[config.mk]
export PLATFORM = sky130hd
export DESIGN_NAME = stream_width_downsizer
export DESIGN_NICKNAME = d
export VERILOG_FILES = /design/src/rtl/stream_pkg.sv /design/src/rtl/stream_width_downsizer.sv
export SDC_FILE = /design/constraint.sdc
export NUM_CORES = 1
export LEC_CHECK = 0
export BUFFER_PORTS_ARGS = -buffer_cell sky130_fd_sc_hd__buf_4
export CAP_MARGIN = 20
export CELL_PAD_IN_SITES_DETAIL_PLACEMENT = 0
export CELL_PAD_IN_SITES_GLOBAL_PLACEMENT = 1
export CORE_MARGIN = 1.5
export CORE_UTILIZATION = 39
export CTS_CLUSTER_DIAMETER = 30
export DETAILED_ROUTE_END_ITERATION = 8
export GPL_ROUTABILITY_DRIVEN = 0
export PLACE_DENSITY_LB_ADDON = 0.1
export SETUP_SLACK_MARGIN = 0.02
export SKIP_LAST_GASP = 1
export SLEW_MARGIN = 10
export SYNTH_ARGS = -nofsm -noshare
export SYNTH_HDL_FRONTEND = slang
export SYNTH_SLANG_ARGS = --single-unit
[constraint.sdc]
create_clock -name clk -period 1.62 [get_ports clk]
set_clock_uncertainty 0.05 [all_clocks]
set_input_delay 0.324 -clock clk [delete_from_list [all_inputs] [get_ports clk]]
set_output_delay 0.324 -clock clk [all_outputs]
set_load 0.1 [all_outputs]
[src/rtl/stream_pkg.sv]
// rtl/stream_pkg.sv - shared helpers for the stream width converters
//
// Purpose: width helpers and a lane-reversal function shared by the stream
// width downsizer and the planned upsizer.
// Contents:
//   LANE_MAX_BITS  widest word lane_reverse can handle
//   clog2_plus1()  bits needed to hold the value n (i.e. $clog2(n+1))
//   lane_reverse() swap lane order of a word made of 'lanes' lanes of 'bits'
package stream_pkg;

   // Upper bound on Ratio*DataBits for lane_reverse; callers zero-extend
   // into this width and truncate the result back with a cast.
   localparam int LANE_MAX_BITS = 1024;

   // Number of bits needed to represent the value n (n >= 0).
   function automatic int clog2_plus1(input int n);
      int w;
      w = 1;
      while ((1 << w) <= n) begin
         w = w + 1;
      end
      return w;
   endfunction

   // Reverse lane order: lane k of the input lands in lane (lanes-1-k).
   // Bits above lanes*bits are returned as zero.
   function automatic logic [LANE_MAX_BITS-1:0] lane_reverse(
      input logic [LANE_MAX_BITS-1:0] data,
      input int                       lanes,
      input int                       bits
   );
      logic [LANE_MAX_BITS-1:0] r;
      int                       lane;
      int                       pos;
      r = '0;
      for (int i = 0; i < LANE_MAX_BITS; i++) begin
         if (i < lanes * bits) begin
            lane = i / bits;
            pos  = i % bits;
            r[(lanes - 1 - lane) * bits + pos] = data[i];
         end
      end
      return r;
   endfunction

endpackage

[src/rtl/stream_width_downsizer.sv]
// rtl/stream_width_downsizer.sv - split wide words into 1..Ratio narrow beats
//
// Purpose: accepts one Ratio*DataBits word, then emits in_count lanes of
// DataBits from a registered holding/shift register (no in->out comb path
// on data). A new word may load in the same cycle the last lane is taken.
// Ratio must be at least 2.
//
// Optional feature: define STREAM_DOWNSIZER_LAST_EN to add in_last/out_last;
// out_last marks the final emitted lane of a word captured with in_last=1.
//
// Ports:
//   clk, rst_n          clock (rising edge), asynchronous active-low reset
//   in_valid/in_ready   wide word handshake
//   in_data             wide word, lane 0 in the LSBs
//   in_count            lanes to emit: 0 means Ratio, >Ratio saturates
//   out_valid/out_ready narrow lane handshake
//   out_data            current lane
//   busy                holding register occupied (same as out_valid)
//   in_last/out_last    only with STREAM_DOWNSIZER_LAST_EN
module stream_width_downsizer
   import stream_pkg::*;
#(
   parameter int DataBits  = 8,
   parameter int Ratio     = 4,
   parameter int MsbFirst  = 0,
   parameter int CountBits = clog2_plus1(Ratio)
) (
   input  logic                      clk,
   input  logic                      rst_n,
   input  logic                      in_valid,
   output logic                      in_ready,
   input  logic [Ratio*DataBits-1:0] in_data,
   input  logic [CountBits-1:0]      in_count,
   output logic                      out_valid,
   input  logic                      out_ready,
   output logic [DataBits-1:0]       out_data,
   output logic                      busy
`ifdef STREAM_DOWNSIZER_LAST_EN
   ,
   input  logic                      in_last,
   output logic                      out_last
`endif
);

   localparam int                   WordBits   = Ratio * DataBits;
   localparam logic [CountBits-1:0] RatioCount = CountBits'(Ratio);
   localparam logic [CountBits-1:0] OneCount   = CountBits'(1);

   logic [WordBits-1:0]  data_q, data_d;
   logic [CountBits-1:0] remaining_q, remaining_d;
   logic                 valid_q, valid_d;

   logic                 load;
   logic                 consume;
   logic                 last_lane;
   logic [WordBits-1:0]  load_data;
   logic [CountBits-1:0] load_count;

   assign last_lane = (remaining_q == OneCount);

   // Ready when empty, or when the lane being handed off right now is the
   // last one: that is what gives back-to-back words without a bubble.
   assign in_ready = !valid_q | (out_ready & last_lane);
   assign load     = in_valid & in_ready;
   assign consume  = valid_q & out_ready;

   // 0 and anything above Ratio both mean a full word.
   always_comb begin
      load_count = RatioCount;
      if ((in_count != '0) && (in_count < RatioCount)) begin
         load_count = in_count;
      end
   end

   // MSB-first words are lane-reversed on capture so emission always
   // shifts right and takes the bottom lane.
   always_comb begin
      load_data = in_data;
      if (MsbFirst != 0) begin
         load_data = WordBits'(lane_reverse(LANE_MAX_BITS'(in_data), Ratio, DataBits));
      end
   end

   always_comb begin
      data_d      = data_q;
      remaining_d = remaining_q;
      valid_d     = valid_q;
      if (load) begin
         // Load takes priority over a simultaneous last-lane consume.
         data_d      = load_data;
         remaining_d = load_count;
         valid_d     = 1'b1;
      end else if (consume) begin
         data_d      = data_q >> DataBits;
         remaining_d = remaining_q - OneCount;
         valid_d     = !last_lane;
      end
   end

   always_ff @(posedge clk or negedge rst_n) begin
      if (!rst_n) begin
         data_q      <= '0;
         remaining_q <= '0;
         valid_q     <= 1'b0;
      end else begin
         data_q      <= data_d;
         remaining_q <= remaining_d;
         valid_q     <= valid_d;
      end
   end

   assign out_valid = valid_q;
   assign busy      = valid_q;
   assign out_data  = data_q[DataBits-1:0];

`ifdef STREAM_DOWNSIZER_LAST_EN
   logic last_q, last_d;

   always_comb begin
      last_d = last_q;
      if (load) begin
         last_d = in_last;
      end
   end

   always_ff @(posedge clk or negedge rst_n) begin
      if (!rst_n) begin
         last_q <= 1'b0;
      end else begin
         last_q <= last_d;
      end
   end

   assign out_last = valid_q & last_q & last_lane;
`endif

endmodule

* After elaboration in Yosys (flattened, before gate mapping) *
Cells that the tools add are included.

storage, ports and cells
  flip-flop bits (word level) = 36
  word-level logic and storage cells = 22
  output and inout port bits = 11
  input port bits = 39

cells by class
  reductions and logical operators = 5
  mux-type cells = 7
  equal/unequal tests = 1
  add/subtract/negate cells = 1
  bitwise logic cells = 4
  order comparisons = 1

operators with widths
  operator                                             number
  2-to-1 mux 32 bit                                    2
  2-to-1 mux 3 bit                                     3
  AND 1 bit                                            3
  equality test 3 x 1 -> 1 bit, second input constant  1
  < comparator 3 bit, second input constant            1
  nonzero test 3 bit                                   1
  subtractor 3 x 1 -> 3 bit, second input constant     1
  logical NOT 1 bit                                    2
  2-to-1 mux 1 bit                                     2
  nonzero test 2 bit                                   1
  logical AND 1 bit                                    1
  OR 1 bit                                             1

* Longest topological paths before layout *
  word-level depth = 5
  gate-level depth with buffers = 7
  gate-level depth less buffers = 5

* Worst setup path before layout *
OpenSTA, ideal clock, no wires.

  path type = register -> output
  start point = reg remaining_q[1]
  end point = out in_ready
  required time = 1246 ps
  buffers on the path = 0
  slack = -1620 ps
  data arrival time = 2866 ps
  cell stages (with the launch flop) = 5
  cells stage by stage = dfrtp_1 > inv_1 > ha_1 > inv_1 > o21ai_0

between the ends
  word-level cells in the longest chain between the ends = 3

ends and longest elaborated chain
  what                          line                           RTL
  start: declaration            stream_width_downsizer.sv:50   logic [CountBits-1:0] remaining_q, remaining_d;
  start signal: assignment      stream_width_downsizer.sv:107  remaining_q <= remaining_d;
  equality test 3 x 1 -> 1 bit  stream_width_downsizer.sv:59   assign last_lane = (remaining_q == OneCount);
  AND 1 bit                     stream_width_downsizer.sv:63   assign in_ready = !valid_q | (out_ready & last_lane);
  OR 1 bit                      stream_width_downsizer.sv:63
  end: declaration              stream_width_downsizer.sv:31   output logic in_ready,

Every way passes these cells.

* Worst setup path after layout *
Same ends and word-level chain as after synthesis.

==> impl_metrics.ini <==
[outcome]
status = finished, violations left
violations = setup timing

[yosys]
synth_top_family_by_area = simple AND/OR/NAND/NOR gates
synth_area_leader_cell = dfrtp_1
synthMuxAreaShare_pct = 1.24
syn-num-nets = 234
synthTopCellsByArea = dfrtp_1 (49%), nand4_1 (8.2%), nand3_1 (6.6%)
yosysMostFrequentCell = dfrtp_1
syn_area_per_cell_um2 = 9.43
synth_top_cell_area_share_pct = 49.5
synthCells = 193
ys_top_cells_by_count = dfrtp_1 (36), nand2_1 (26), nand3_1 (24), nand4_1 (24), o21ai_1 (17)
synth-compound-area-share_pct = 14.2
ys_types = 30
synth_ff_type = dfrtp_1
synthAdderAreaFrac_pct = 1.37
synth-edff-count = 0
synth-xor-area-share_pct = 0
synth_area_um2 = 1820
synthArstFlopShare_pct = 100
yosys_warnings = 0
yosys.area_share.simple_pct = 24.9
ys_ff_latch = 36
synth-seq-area-share_pct = 49.5

[route]
m1WireLength_mm = 2.08
dr.pass1.iters = 4
route.detailed.drc = 0
viasPerCell = 5.51
drt-initial-drc-count = 133
wl_per_cell_um = 15.7
drtAntennaViolNets = 0
routed.top_layer = met4
wl_met2_mm = 2.28
dr_total_vias = 1630
routed_wl_mm = 4.65
wl_met3_um = 261

[min_path]
worstHoldPathType = in -> reg
holdPathEnd = data_q[1]
holdPathStages = 3
min-delay-start = in_data[1]

[floorplanning]
die_h_um = 71.3
core_area_um2 = 4410
rows = 24
die_area_um2 = 5090
start_util_pct = 41.2
ios = 50
fp.dieW_um = 71.3

[worst_setup_path]
rr_worst_depth = 6
required_ps = 1250
cp_max_fo = 2
crit_type = reg -> out
end_kind = output port
rr_startpoint = remaining_q[1]
r2r-end = remaining_q[2]
arrival_ps = 1280
startpoint_type = flop
regToRegSetupSlack_ps = 60

[grt]
grt_pass1_wl_mm = 7.70
grt_overflow = 0
grt_pass1_vias = 1603
track_usage_pct = 19.0
grt_max_degree = 37
antenna_found_initial = 0

[sta]
fmax_mhz = 604
whs_ps = 193
fin_crit_ps = 1660
worst_pin_slew_ps = 459
finalSetupViolCount = 1
tns_ps = -36.5
hold_viol_final = 0
period_share_pct = 102
slew_headroom_pct = 69.4
layout_setup_ws_ps = -36.5
slew_viol_final = 0
rsz0062_at_grt = true

[place]
place_hpwl_mm = 3.19
placed_area_um2 = 2210
io_buffers = 49

[clock_network]
cts_buffer_depth = 2
htreeDepth = 2
clk_latency_ps = 280
cts-buffers-inserted = 5
cts_tree = done
cts_sinks = 36
root_buffer = clkbuf_8
clkTransAtPathRegs_ps = 70

[run]
maxCapViolCount = 0

[power_and_ir_drop]
power_mw = 4.39
p_leak_nw = 1.19
p_per_area_nw_per_um2 = 1800
peakVddDrop_v = 0.000689

[final_layout]
n_antenna_cell = 0
design_area_um2 = 2440
area_delta_synth_final_pct = 33.9
drive_above_1_share_pct = 36.5
finalNetCount = 284
## placed cells by master (no fill, tap or decap), drive strengths merged
cell          n
a211o         1
a22o          9
a22oi         1
and2b         1
and4b         1
buf          66
clkbuf        7
clkinv        2
dfrtp        36
dlygate4sd3   1
ha            2
inv           4
mux2i         1
nand2        27
nand2b        3
nand3        24
nand4        24
nand4b        2
nor2          1
nor2b         1
o211ai        1
o21ai        26
o22ai         1
o311a         1
o311ai        1
## cells by family after synthesis
group | after synthesis
adders and majority gates | 2
and+or+nand+nor | 84
muxes | 1
buffers and inverters | 29
AOI/OAI and AO/OA | 41
DFF | 36
## timing repair
| action | in CTS | in global routing |
|---|---|---|
| endpoints found under the hold margin | 36 | 0 |
| pin swaps | 1 | 2 |
| hold buffers | 1 | 0 |
| setup endpoints to repair | 1 | 15 |
| setup buffers | 3 | 1 |
| resized for setup | 8 | 16 |
| cloned | 0 | 2 |
## how the worst max path moves through the flow
stage                         from        to  cells past startpoint
finish              remaining_q[1]  in_ready                      5
CTS                 remaining_q[1]  in_ready                      5
global route        remaining_q[1]  in_ready                      5
floorplan           remaining_q[1]  in_ready                      4
detailed placement  remaining_q[1]  in_ready                      5
global placement    remaining_q[1]  in_ready                      5
## sequential cells by signal, indices dropped and copies added (netlist names)
register	count
data_q	32
remaining_q	3
busy	1
## worst max-delay path, cell delays in order, from the launching register on
cell and delay, ps:
dfrtp_1 390, inv_2 80, ha_4 130, inv_2 40, o21ai_4 150, buf_12 190
## through the flow
stage / util, % / instances / setup WS (ps)
after floorplan: - / 193 / -44.9
after global placement: 50.1 / 281 / 56.4
after detailed placement: 50.1 / 281 / 17.5
after CTS: 53.7 / 293 / -43.4
after global routing: 55.2 / 296 / -84.6
final: 55.2 / 296 / -36.5
## layout make-up
class,instances,area (µm²)
fillers,430,1980
flip-flops and latches,36,905
multi-input cells,128,808
repair buffers,68,552
clock buffers,6,82.6
well taps,52,65.1
inverters,4,15.0
clock inverters,2,10.0
## report_power, final
part | total [mW] | internal (mW) | switching [mW] | leakage, nW
combinational | 2.22 | 0.759 | 1.46 | 0.674
clock | 0.657 | 0.339 | 0.318 | 0.0510
sequential | 1.52 | 1.27 | 0.242 | 0.470
## per-layer routing
metal | GRT usage, % | up-vias
li1 | - | 796
met5 | 0 | -
met4 | 5.03 | 0
met2 | 30.1 | 57
met1 | 26.2 | 772
met3 | 4.78 | 5
Power figures use the tool's default switching activity.
